[src/rtl/fft8_input_feeder.sv]
// Input reorder buffer for an 8-point radix-2 DIT FFT: loads one frame in bit-reversed order,
// then presents it as four first-stage butterfly pairs with a unity twiddle.
module fft8_input_feeder #(
  parameter int unsigned N_LOG2 = 3,   // only 3 is supported
  parameter int unsigned DATA_W = 32
) (
  input  logic              clk,
  input  logic              rst_n,
  input  logic [DATA_W-1:0] in_data,
  input  logic              in_valid,
  output logic              in_ready,
  output logic [DATA_W-1:0] out_a,
  output logic [DATA_W-1:0] out_b,
  output logic [DATA_W-1:0] out_w,
  output logic              out_valid,
  input  logic              out_ready,
  output logic              out_last
);

  localparam int unsigned DEPTH = 1 << N_LOG2;
  localparam int unsigned AW    = N_LOG2;
  localparam int unsigned PW    = N_LOG2 - 1;
  localparam int unsigned NPAIR = DEPTH / 2;
  localparam int unsigned HW    = DATA_W / 2;

  // Q1.15 unity twiddle: real = max positive, imag = 0
  localparam logic [DATA_W-1:0] W_ONE = {1'b0, {(HW - 1){1'b1}}, {HW{1'b0}}};

  localparam logic [AW-1:0] LOAD_LAST = AW'(DEPTH - 1);
  localparam logic [PW-1:0] PAIR_LAST = PW'(NPAIR - 1);

  typedef enum logic {
    LOAD = 1'b0,
    EMIT = 1'b1
  } state_t;

  state_t            state;
  logic [AW-1:0]     load_cnt;
  logic [PW-1:0]     pair_cnt;
  logic [PW-1:0]     next_pair;
  logic              accept;
  logic [DATA_W-1:0] sample_mem [DEPTH];

  function automatic logic [AW-1:0] bitrev(input logic [AW-1:0] k);
    logic [AW-1:0] r;
    r = '0;
    for (int i = 0; i < int'(AW); i++) begin
      r[i] = k[int'(AW) - 1 - i];
    end
    return r;
  endfunction

  // in_ready is only ever high in LOAD, so accept implies LOAD
  assign accept    = in_valid && in_ready;
  assign next_pair = pair_cnt + PW'(1);

  // Sample storage; contents are don't-care until a full frame has been written
  always_ff @(posedge clk) begin
    if (accept) begin
      sample_mem[bitrev(load_cnt)] <= in_data;
    end
  end

  // Frame sequencer with registered handshake and operand outputs
  always_ff @(posedge clk or negedge rst_n) begin
    if (!rst_n) begin
      state     <= LOAD;
      load_cnt  <= '0;
      pair_cnt  <= '0;
      in_ready  <= 1'b0;
      out_valid <= 1'b0;
      out_last  <= 1'b0;
      out_a     <= '0;
      out_b     <= '0;
      out_w     <= '0;
    end else begin
      case (state)
        LOAD: begin
          in_ready <= 1'b1;
          if (accept) begin
            if (load_cnt == LOAD_LAST) begin
              // The final sample lands at the last address, never in pair 0
              state     <= EMIT;
              load_cnt  <= '0;
              pair_cnt  <= '0;
              in_ready  <= 1'b0;
              out_valid <= 1'b1;
              out_last  <= (NPAIR == 1);
              out_a     <= sample_mem[AW'(0)];
              out_b     <= sample_mem[AW'(1)];
              out_w     <= W_ONE;
            end else begin
              load_cnt <= load_cnt + AW'(1);
            end
          end
        end
        EMIT: begin
          if (out_ready) begin
            if (pair_cnt == PAIR_LAST) begin
              state     <= LOAD;
              pair_cnt  <= '0;
              out_valid <= 1'b0;
              out_last  <= 1'b0;
              in_ready  <= 1'b1;
            end else begin
              pair_cnt <= next_pair;
              out_a    <= sample_mem[{next_pair, 1'b0}];
              out_b    <= sample_mem[{next_pair, 1'b1}];
              out_last <= (next_pair == PAIR_LAST);
            end
          end
        end
        default: begin
          state <= LOAD;
        end
      endcase
    end
  end

endmodule
[config.mk]
export PLATFORM = sky130hd
export DESIGN_NAME = fft8_input_feeder
export DESIGN_NICKNAME = d
export VERILOG_FILES = /design/src/rtl/fft8_input_feeder.sv
export SDC_FILE = /design/constraint.sdc
export NUM_CORES = 1
export LEC_CHECK = 0
export CAP_MARGIN = 10
export CORE_AREA = 5 5 168 170
export DETAILED_ROUTE_END_ITERATION = 10
export DIE_AREA = 0 0 173 175
export HOLD_SLACK_MARGIN = 0.08
export PLACE_DENSITY = 0.73
export SLEW_MARGIN = 40
export SYNTH_ARGS = -nofsm -noshare
export SYNTH_HDL_FRONTEND = slang
export SYNTH_SLANG_ARGS = --single-unit
export TNS_END_PERCENT = 50
[constraint.sdc]
create_clock -name clk -period 3.25 [get_ports clk]
set_input_delay 0.8125 -clock clk [delete_from_list [all_inputs] [get_ports clk]]
set_output_delay 0.8125 -clock clk [all_outputs]
set_load 0.02 [all_outputs]
==> results of run 1 <==
-- stage by stage --
stage | hold WS [ns] | setup slack (ns)
floorplan | 0.5169 | 1.005
global placement | 0.5053 | 0.6178
detailed placement | 0.5256 | 0.5805
CTS | 0.3267 | 0.5964
global route | 0.3592 | 0.5580
finish | 0.3266 | 0.6493
-- worst reg2reg max path, delay by kind of cell (launching register included) --
kind	cells	cell delay [ns]
flip-flops	1	0.42
adder cells (fa/ha/maj)	1	0.30
buffers and inverters	2	0.78
AND/OR/NAND/NOR	2	0.55
AO/OA/AOI/OAI	1	0.21
-- kinds of logic (layout without fill, tap and decap cells) --
kind of cell               count (synthesis)  count (layout)  share of synthesized area, %
DFF                                      330             330                         72.78
muxes                                    130             130                         16.06
and+or+nand+nor                           84              84                         3.370
buffers and inverters                     81             204                         3.961
AOI/OAI and AO/OA                         77              77                         3.045
adders and majority gates                  8               8                        0.7637
other                                      1              17                       0.02861
-- report_power, final --
| part | internal [mW] | total (mW) | switching [mW] |
|---|---|---|---|
| combinational | 2.72 | 5.69 | 2.96 |
| clock | 2.18 | 3.66 | 1.48 |
| sequential | 5.50 | 5.97 | 0.475 |
-- Yosys cell counts --
library cell    n
edfxtp_1      256
dfrtp_1        74
a21oi_1        67
mux2i_1        64
mux4_2         64
nor3_1         64
buf_4          34
buf_2          16
buf_1          13
and3_1          8
ha_1            8
clkbuf_1        7
inv_1           6
o21ai_0         4
a31oi_1         3
buf_12          3
nand2_1         3
a22o_1          2
mux2_2          2
nand2b_1        2
a21o_1          1
and2_1          1
and3b_1         1
and4b_1         1
buf_6           1
buf_8           1
conb_1          1
nor2_1          1
nor4_1          1
or2_1           1
or2_2           1
-- sequential cells by signal, indices dropped and copies added (netlist names) --
name        count
out_last        1
sample_mem    256
out_w           1
pair_cnt        2
load_cnt        3
state           1
in_ready        1
out_a          32
out_b          32
out_valid       1
-- area by class of cell --
class | instances | area [µm²] | area share, %
inverter | 6 | 22.52 | 0.1443
timing repair buffer | 141 | 1436 | 9.202
sequential | 330 | 9547 | 61.16
clock inverter | 19 | 217.7 | 1.395
clock buffer | 38 | 822.0 | 5.267
multi-input combinational | 316 | 3137 | 20.10
tap | 341 | 426.7 | 2.733
-- per-layer routing --
layer | up-vias | wire [µm] | share of wire (%)
li1 | 2994 | - | -
met1 | 3528 | 11590 | 43
met2 | 179 | 13500 | 50
met3 | 39 | 1272 | 4.7
met4 | 0 | 511 | 1.9
met5 | - | 0 | 0
-- worst paths after layout --
path / start / to / slack [ns]
max: out_w[16] / out_w[16] / 0.65
min: rst_n / out_a[4] / 0.33
max reg2reg: pair_cnt[0] / out_a[19] / 0.92
min reg2reg: out_a[13] / out_a[13] / 0.53
max in group asynchronous: rst_n / out_a[14] / 2.21
min in group clk: out_a[13] / out_a[13] / 0.53
==> metrics.md, run 1 <==
| Metric | Value |
|---|---|
| Hold/Removal Path Class | in2async |
| Top post-synthesis cells by area | edfxtp_1 (59%), dfrtp_1 (14%), mux4_2 (11%) |
| # hold bufs at CTS | 0 |
| RSZ-0062 raised after global routing | false |
| Count of buffer and inverter cells on the critical path | 1 |
| # rows | 60 |
| Yosys top cell area share | about 59% |
| Leading cell types in the layout, fill and taps excluded | edfxtp_1 (256), clkdlybuf4s50_1 (116), dfrtp_1 (72) |
| CP cell instances | clkdlybuf4s50_1 |
| CP max FO | 16 |
| Remaining DRCs | 0 |
| Post-CTS Setup Inserts | 0 |
| Post-Synthesis Cells | approximately 710 |
| Clock buffer depth | 3 |
| Antenna diodes | 0 |
| TritonCTS Buffers | 31 |
| Met1 global-route usage | a little under a quarter |
| Leak | roughly 5.5 nW |
| Post-route cell area | between 0.015 and 0.02 mm² |
| Post_cts resized | 0 |
| Port bufs | 117 |
| # Max-Cap Violations | 0 |
| Maximum clock rate | about 0.38 GHz |
| Gr busiest metal | met2 |
| Final min period | between 2 and 3 ns |
| Setup CP Type | reg2out |
| IO Pins | 135 |
| Worst-Skew Late Latency | roughly 0.55 ns |
| Post-synthesis cell type count | 31 |
| RD Place Congestion | 0.7316 |
| Clock root cell | clkbuf_16 |
| Largest net degree at the start of global routing | 65 |
| Routed len/inst | around 23 µm |
| Met3 usage | approximately 3.1% |
| Post-placement cell count | about 1100 |
| Initial core utilization | 49.32% |
| Leading area contributor after synthesis | edfxtp_1 |
| Total Nets Final | just under 900 |
| Critical path depth | 1 |
| Sequential-to-total area share from yosys stat | between 70% and 80% |
| Max-slew violation count | 0 |
| Yosys warns | 0 |
| Status | completed |
| Fin cells | 1191 |
| Final setup viols | 0 |
| Layout area overhead | 19.08% |
| Initial drt markers | between 400 and 500 |
| First-pass GRT wire length | roughly 42000 µm |
| Largest delay share family, worst path | buffers and inverters |
| CP peak stage delay | between 0.6 and 0.7 ns |
| CP startpoint kind | flip-flop |
| Reg2Reg Depth | 6 |
| Slew HR | ~50% |
| Area after DPL | between 0.01 and 0.015 mm² |
| Mean Syn Cell Area | about 18 µm² |
| TNS Setup | 0 ns |
| Total Routed Length | approximately 27000 µm |
| Fillers | slightly below 2000 |
| HPWL Detailed | around 16000 µm |
| Die height | about 180 µm |
| Antenna Nets Post-Route | 0 |
| Sink Count | between 300 and 400 |
| Yosys reg bits | between 300 and 400 |
| Worst Tran Pin Value | 0.7504 ns |
| Fin. Hold Viols | 0 |
| Core Region | around 0.027 mm² |
| Maximum vdd drop | between 0.6 and 0.7 mV |
| CP Capture Type | output port |
| CP arrival | 1.79 ns |
| Die area | between 0.03 and 0.04 mm² |
| DRT Pass-1 Iters | 5 |
| Final core area utilization | just under 60% |
| Most common cell after layout, fill and taps aside | edfxtp_1 |
| DR vias/cell | roughly 5.7 |
| Worst-path clk slew | ~0.060 ns |
| Congestion Overflow GR | 0 |
| Gr usage total | 17.59% |
| Initial antenna violation count | 0 |
| CTS tree | yes |
| Met2 Use GR | roughly 30% |
| # H-tree levels | 1 |
| Required @ worst endpoint | between 2 and 2.5 ns |
| Cell Pwr Density | roughly 980 mW/mm² |
| Share of layout cells above drive strength 1 | between 10% and 20% |
| Die width | 173 µm |
| CP max-delay cell | clkdlybuf4s50_1 |
| Vias | 6740 |
| Total Power Consumption | about 15 mW |
| Post-route clock period utilization | around 80% |
| Post-synthesis cell area | around 0.013 mm² |
| Vias in the first global route | between 7000 and 8000 |
| Worst Skew | roughly 0.011 ns |
No activity file was read; power rests on OpenSTA's default activity.
==> inputs of run 2 (changes only) <==
==> constraint.sdc (replaced) <==
create_clock -name clk -period 2.4 [get_ports clk]
set_input_delay 0.6 -clock clk [delete_from_list [all_inputs] [get_ports clk]]
set_output_delay 0.6 -clock clk [all_outputs]
set_load 0.02 [all_outputs]
==> metrics.md, run 2 (synthesis results as in run 1) <==
| Metric | Value |
|---|---|
| Regs by FF count | sample_mem: 256 flops, out_a: 32 flops, out_b: 32 flops |
| Gr usage total | between 15 and 20% |
| Reg-to-Reg Start | pair_cnt[0] |
| Reg2Reg Setup Slack | between 0.4 and 0.5 ns |
| Hold/Removal Path Class | in2async |
| # hold bufs at CTS | 0 |
| Critical path depth | 1 |
| CTS tree | yes |
| Clock root cell | clkbuf_16 |
| Total Nets Final | between 800 and 900 |
| Largest reg by FF count | sample_mem |
| Status | completed |
| Post_cts resized | 1 |
| Port bufs | roughly 120 |
| Layout area overhead | 20.84% |
| Initial drt markers | between 400 and 500 |
| Max FFs per register | ~260 |
| Die width | around 170 µm |
| Antenna Nets Post-Route | 0 |
| # rows | 60 |
| Max-slew violation count | 0 |
| Core Region | roughly 0.027 mm² |
| Initial antenna violation count | 0 |
| IO Pins | roughly 140 |
| Sequential Power Share | a little under two fifths |
| # Max-Cap Violations | 0 |
| Switching power share of the total | about a third |
| HPWL Detailed | 16570 µm |
| TNS Setup | 0 ns |
| CP startpoint kind | flip-flop |
| RSZ-0062 raised after global routing | false |
| Post-route clock period utilization | between 90 and 100% |
| Most common cell after layout, fill and taps aside | edfxtp_1 |
| Share of layout cells above drive strength 1 | 18.82% |
| Worst-path clk slew | 0.06 ns |
| Worst Skew | around 0.020 ns |
| Total Power Consumption | approximately 21 mW |
| Largest net degree at the start of global routing | just under 50 |
| CP max FO | 8 |
| Die height | ~180 µm |
| RD Place Congestion | approximately 0.74 |
| Post-CTS Setup Inserts | 0 |
| Congestion Overflow GR | 0 |
| Maximum vdd drop | 0.7050 mV |
| Cell Pwr Density | between 1000 and 1500 mW/mm² |
| Final min period | roughly 2.2 ns |
| Count of buffer and inverter cells on the critical path | 1 |
| Required @ worst endpoint | between 1.5 and 2 ns |
| TritonCTS Buffers | 34 |
| Remaining DRCs | 0 |
| Largest delay share family, worst path | buffers and inverters |
| Worst-Skew Late Latency | 0.52 ns |
| P_sw | between 6 and 7 mW |
| CP cell instances | clkdlybuf4s50_1 |
| Reg2Reg Depth | 6 |
| Leading cell types in the layout, fill and taps excluded | edfxtp_1 (256), clkdlybuf4s50_1 (116), dfrtp_1 (71) |
| Total Routed Length | about 26000 µm |
| DR vias/cell | ~5.6 |
| Clock buffer depth | 3 |
| Initial core utilization | about half |
| Final core area utilization | 59.60% |
| Vias | between 6000 and 7000 |
| First-pass GRT wire length | about 42000 µm |
| Leak | 5.538 nW |
| Vias in the first global route | slightly above 7000 |
| Slew HR | 58.30% |
| Final setup viols | 0 |
| Antenna diodes | 0 |
| Maximum clock rate | around 0.45 GHz |
| DRT Pass-1 Iters | 5 |
| Combinational share of power | between 30 and 40% |
| Setup CP Type | reg2out |
| # H-tree levels | 2 |
| Reg2reg end | out_a[15] |
| Fin. Hold Viols | 0 |
| CP arrival | 1.64 ns |
| Worst Tran Pin Value | about 0.63 ns |
| Die area | ~0.030 mm² |
| CP max-delay cell | clkdlybuf4s50_1 |
| Part of the power in the clock network | 24.2% |
| Routed len/inst | 21.93 µm |
| CP Capture Type | output port |
| Internal Pwr Total | roughly 14 mW |
| CP peak stage delay | around 0.66 ns |
| Sink Count | 330 |
run 2: cell count changes in the layout (fill, tap and decap cells not counted), moves of 2 or more:
cell	before	now
clkbuf_1	5	10
clkbuf_16	31	34
clkinv_2	5	3
bufinv_16	5	3
clkinv_1	7	3
clkbuf_8	2	0
buf_12	7	18
buf_4	18	15
inv_6	1	3
run 2: layout make-up:
class	instances	area, µm²
flip-flops and latches	330	9548
fillers	1950	10740
inverters	6	22.52
clock buffers	44	888.4
clock inverters	16	182.7
multi-input cells	316	3137
repair buffers	149	1634
well taps	341	426.7
run 2: layer usage:
| layer | GRT usage, % | wire length (µm) | part of all wire, % |
|---|---|---|---|
| met5 | 0 | 0 | 0 |
| met4 | 5.321 | 621 | 2.4 |
| met3 | 3.354 | 1804 | 6.8 |
| met1 | 22.91 | 10700 | 41 |
| met2 | 30.11 | 13240 | 50 |
run 2: how the worst max path moves through the flow:
stage	from	to	slack [ns]
2_1_floorplan	pair_cnt[0]	out_a[0]	0.31
3_3_place_gp	in_valid	sample_mem[0][1]	0.20
3_5_place_dp	in_valid	sample_mem[3][24]	0.20
4_1_cts	in_ready	in_ready	0.12
5_1_grt	out_w[16]	out_w[16]	0.1
6_report	in_ready	in_ready	0.16
run 2: through the flow:
stage | hold WS [ns] | setup WS [ns] | instance area (µm²) | instances
floorplan | 0.3044 | 0.3080 | 13170 | 727
global placement | 0.4974 | 0.1963 | 14770 | 1142
detailed placement | 0.5024 | 0.1954 | 14770 | 1142
CTS | 0.1036 | 0.1221 | 15840 | 1202
global route | 0.1301 | 0.09554 | 15840 | 1202
finish | 0.08908 | 0.1615 | 15840 | 1202
run 2: power groups by stage:
stage	sequential [mW]	clock [mW]	combinational, mW
2_1_floorplan	8.66	0	4.70
3_3_place_gp	8.14	0	7.90
3_5_place_dp	8.18	0	7.99
4_1_cts	8.08	5.20	8.04
5_1_grt	8.21	5.46	8.48
6_report	8.07	5.09	7.87
==> inputs of run 3 (changes only) <==
--- a/config.mk
+++ b/config.mk
@@ -6,11 +6,12 @@
 export NUM_CORES = 1
 export LEC_CHECK = 0
 export CAP_MARGIN = 10
-export CORE_AREA = 5 5 168 170
+export CORE_AREA = 5 5 216 134
 export DETAILED_ROUTE_END_ITERATION = 10
-export DIE_AREA = 0 0 173 175
+export DIE_AREA = 0 0 221 139
 export HOLD_SLACK_MARGIN = 0.08
 export PLACE_DENSITY = 0.73
+export SKIP_LAST_GASP = 1
 export SLEW_MARGIN = 40
 export SYNTH_ARGS = -nofsm -noshare
 export SYNTH_HDL_FRONTEND = slang
==> metrics.md, run 3 (synthesis results as in run 1) <==
| Metric | Value |
|---|---|
| CP Capture Type | output port |
| RD Place Congestion | between 0.7 and 0.8 |
| Most common cell after layout, fill and taps aside | edfxtp_1 |
| Clock buffer depth | 3 |
| First-pass GRT wire length | 44180 µm |
| Setup CP Type | reg2out |
| DRT Pass-1 Iters | 5 |
| # H-tree levels | 1 |
| CP startpoint kind | flip-flop |
| Combinational share of power | a little under two fifths |
| Switching power share of the total | about a third |
| Status | completed |
| Regs by FF count | sample_mem: 256 flops, out_a: 32 flops, out_b: 32 flops |
| CP cell instances | clkdlybuf4s50_1 |
| TritonCTS Buffers | 30 |
| Worst-Skew Late Latency | 0.55 ns |
| Core Region | around 0.027 mm² |
| Vias in the first global route | between 7000 and 8000 |
| Clock root cell | clkbuf_16 |
| Post-CTS Setup Inserts | 0 |
| CP arrival | roughly 1.7 ns |
| Post-Place Setup Slack | about 0.14 ns |
| Gr usage total | 18.41% |
| IO Pins | 135 |
| Antenna Nets Post-Route | 0 |
| TNS Setup | 0 ns |
| Part of the power in the clock network | 24.0% |
| CP max-delay cell | clkdlybuf4s50_1 |
| Sink Count | between 300 and 400 |
| Area after DPL | 0.01479 mm² |
| Post-route cell area | 0.01589 mm² |
| Worst-path clk slew | around 0.070 ns |
| Max FFs per register | roughly 260 |
| Initial antenna violation count | 1 |
| Maximum vdd drop | 0.6603 mV |
| Die area | 0.03072 mm² |
| Largest reg by FF count | sample_mem |
| Worst Skew | about 0.0093 ns |
| Vias | 6905 |
| P_sw | ~7 mW |
| Port bufs | approximately 120 |
| Initial core utilization | between 40 and 50% |
| DR vias/cell | 5.609 |
| Required @ worst endpoint | approximately 1.8 ns |
| Cell Pwr Density | roughly 1300 mW/mm² |
| Internal Pwr Total | between 10 and 15 mW |
| Post-route clock period utilization | a little over nine tenths |
| Final setup viols | 0 |
| HPWL Detailed | between 15000 and 20000 µm |
| Final core area utilization | ~59% |
| CTS tree | yes |
| Initial drt markers | 619 |
| # Max-Cap Violations | 0 |
| Count of buffer and inverter cells on the critical path | 1 |
| Total Routed Length | 28290 µm |
| Routed len/inst | between 20 and 25 µm |
| Largest delay share family, worst path | buffers and inverters |
| Hold/Removal Path Class | reg2reg |
| Slew HR | slightly below 60% |
| Remaining DRCs | 0 |
| Max-slew violation count | 0 |
| Maximum clock rate | approximately 0.43 GHz |
| Die width | approximately 220 µm |
| # rows | 47 |
| Final min period | 2.300 ns |
| Worst setup margin | around 0.1 ns |
| Fin. Hold Viols | 0 |
| Largest net degree at the start of global routing | 55 |
| RSZ-0062 raised after global routing | false |
| CP max FO | 16 |
| CP peak stage delay | between 0.6 and 0.7 ns |
| Layout area overhead | 21.19% |
| Congestion Overflow GR | 0 |
| Reg2Reg Setup Slack | approximately 0.25 ns |
| Sequential Power Share | 38.5% |
| Leak | roughly 5.6 nW |
| Share of layout cells above drive strength 1 | 19.68% |
| Worst Tran Pin Value | ~0.63 ns |
| Total Nets Final | ~880 |
| Die height | 139 µm |
| Antenna diodes | 0 |
| Leading cell types in the layout, fill and taps excluded | edfxtp_1 (256), clkdlybuf4s50_1 (111), dfrtp_1 (70) |
==> run 3: cell types whose count changed in the layout (fill, tap and decap cells not counted), moves of 4 or more <==
cell	before	now
buf_12	18	14
dlymetal6s2s_1	0	5
clkbuf_8	0	5
clkdlybuf4s50_1	116	111
buf_4	15	25
==> run 3: final timing paths <==
kind | cells after the start | endpoint | from
min reg2reg | 2 | out_b[7] | out_b[7]
min | 2 | out_b[7] | out_b[7]
max reg2reg | 6 | out_a[1] | pair_cnt[0]
max | 1 | out_w[21] | out_w[16]
max in group asynchronous | 3 | out_b[1] | rst_n
min in group asynchronous | 2 | out_valid | rst_n
==> run 3: power by group through the flow <==
stage                     sequential, mW  clock, mW  combinational (mW)
after floorplan                     8.66          0                4.70
after global placement              8.22          0                7.89
after detailed placement            8.25          0                8.04
after CTS                           8.16       5.16                8.08
after global routing                8.29       5.43                8.54
final                               8.14       5.09                7.94
==> run 3: area by class of cell <==
class | instances | area, µm²
Clock buffer | 44 | 874.6
Clock inverter | 12 | 191.4
Fill cell | 2025 | 11050
Inverter | 6 | 22.52
Multi-Input combinational cell | 316 | 3137
Sequential cell | 330 | 9549
Tap cell | 367 | 459.2
Timing Repair Buffer | 156 | 1652
==> run 3: routing by layer <==
| metal | vias up | share of wire (%) | track usage (%) |
|---|---|---|---|
| met5 | - | 0.025 | 0 |
| met3 | 36 | 7.2 | 4.294 |
| met4 | 2 | 1.4 | 2.870 |
| li1 | 3035 | - | - |
| met1 | 3592 | 48 | 29.32 |
| met2 | 240 | 44 | 26.65 |
==> run 3: through the flow <==
step                      hold WS (ns)  power, mW  std cells
after detailed placement        0.5269      16.29       1174
after CTS                       0.5416      21.40       1231
after global routing            0.5603      22.26       1231
after global placement          0.5160      16.10       1174
after floorplan                 0.3044      13.36        727
final                           0.5336      21.17       1231
==> run 3: timing repair <==
item | 4_1_cts | 5_1_grt
pin swaps | 0 | 0
resized for setup | 1 | 6
endpoints found under the hold margin | 19 | 0
endpoints found under the setup margin | 15 | 12
hold buffers | 1 | 0
==> run 3: tightest hold or removal path, stage by stage, from the launching register on <==
cell and delay [ns]:
dfrtp_1 0.34, nor3_1 0.05, a21oi_1 0.10
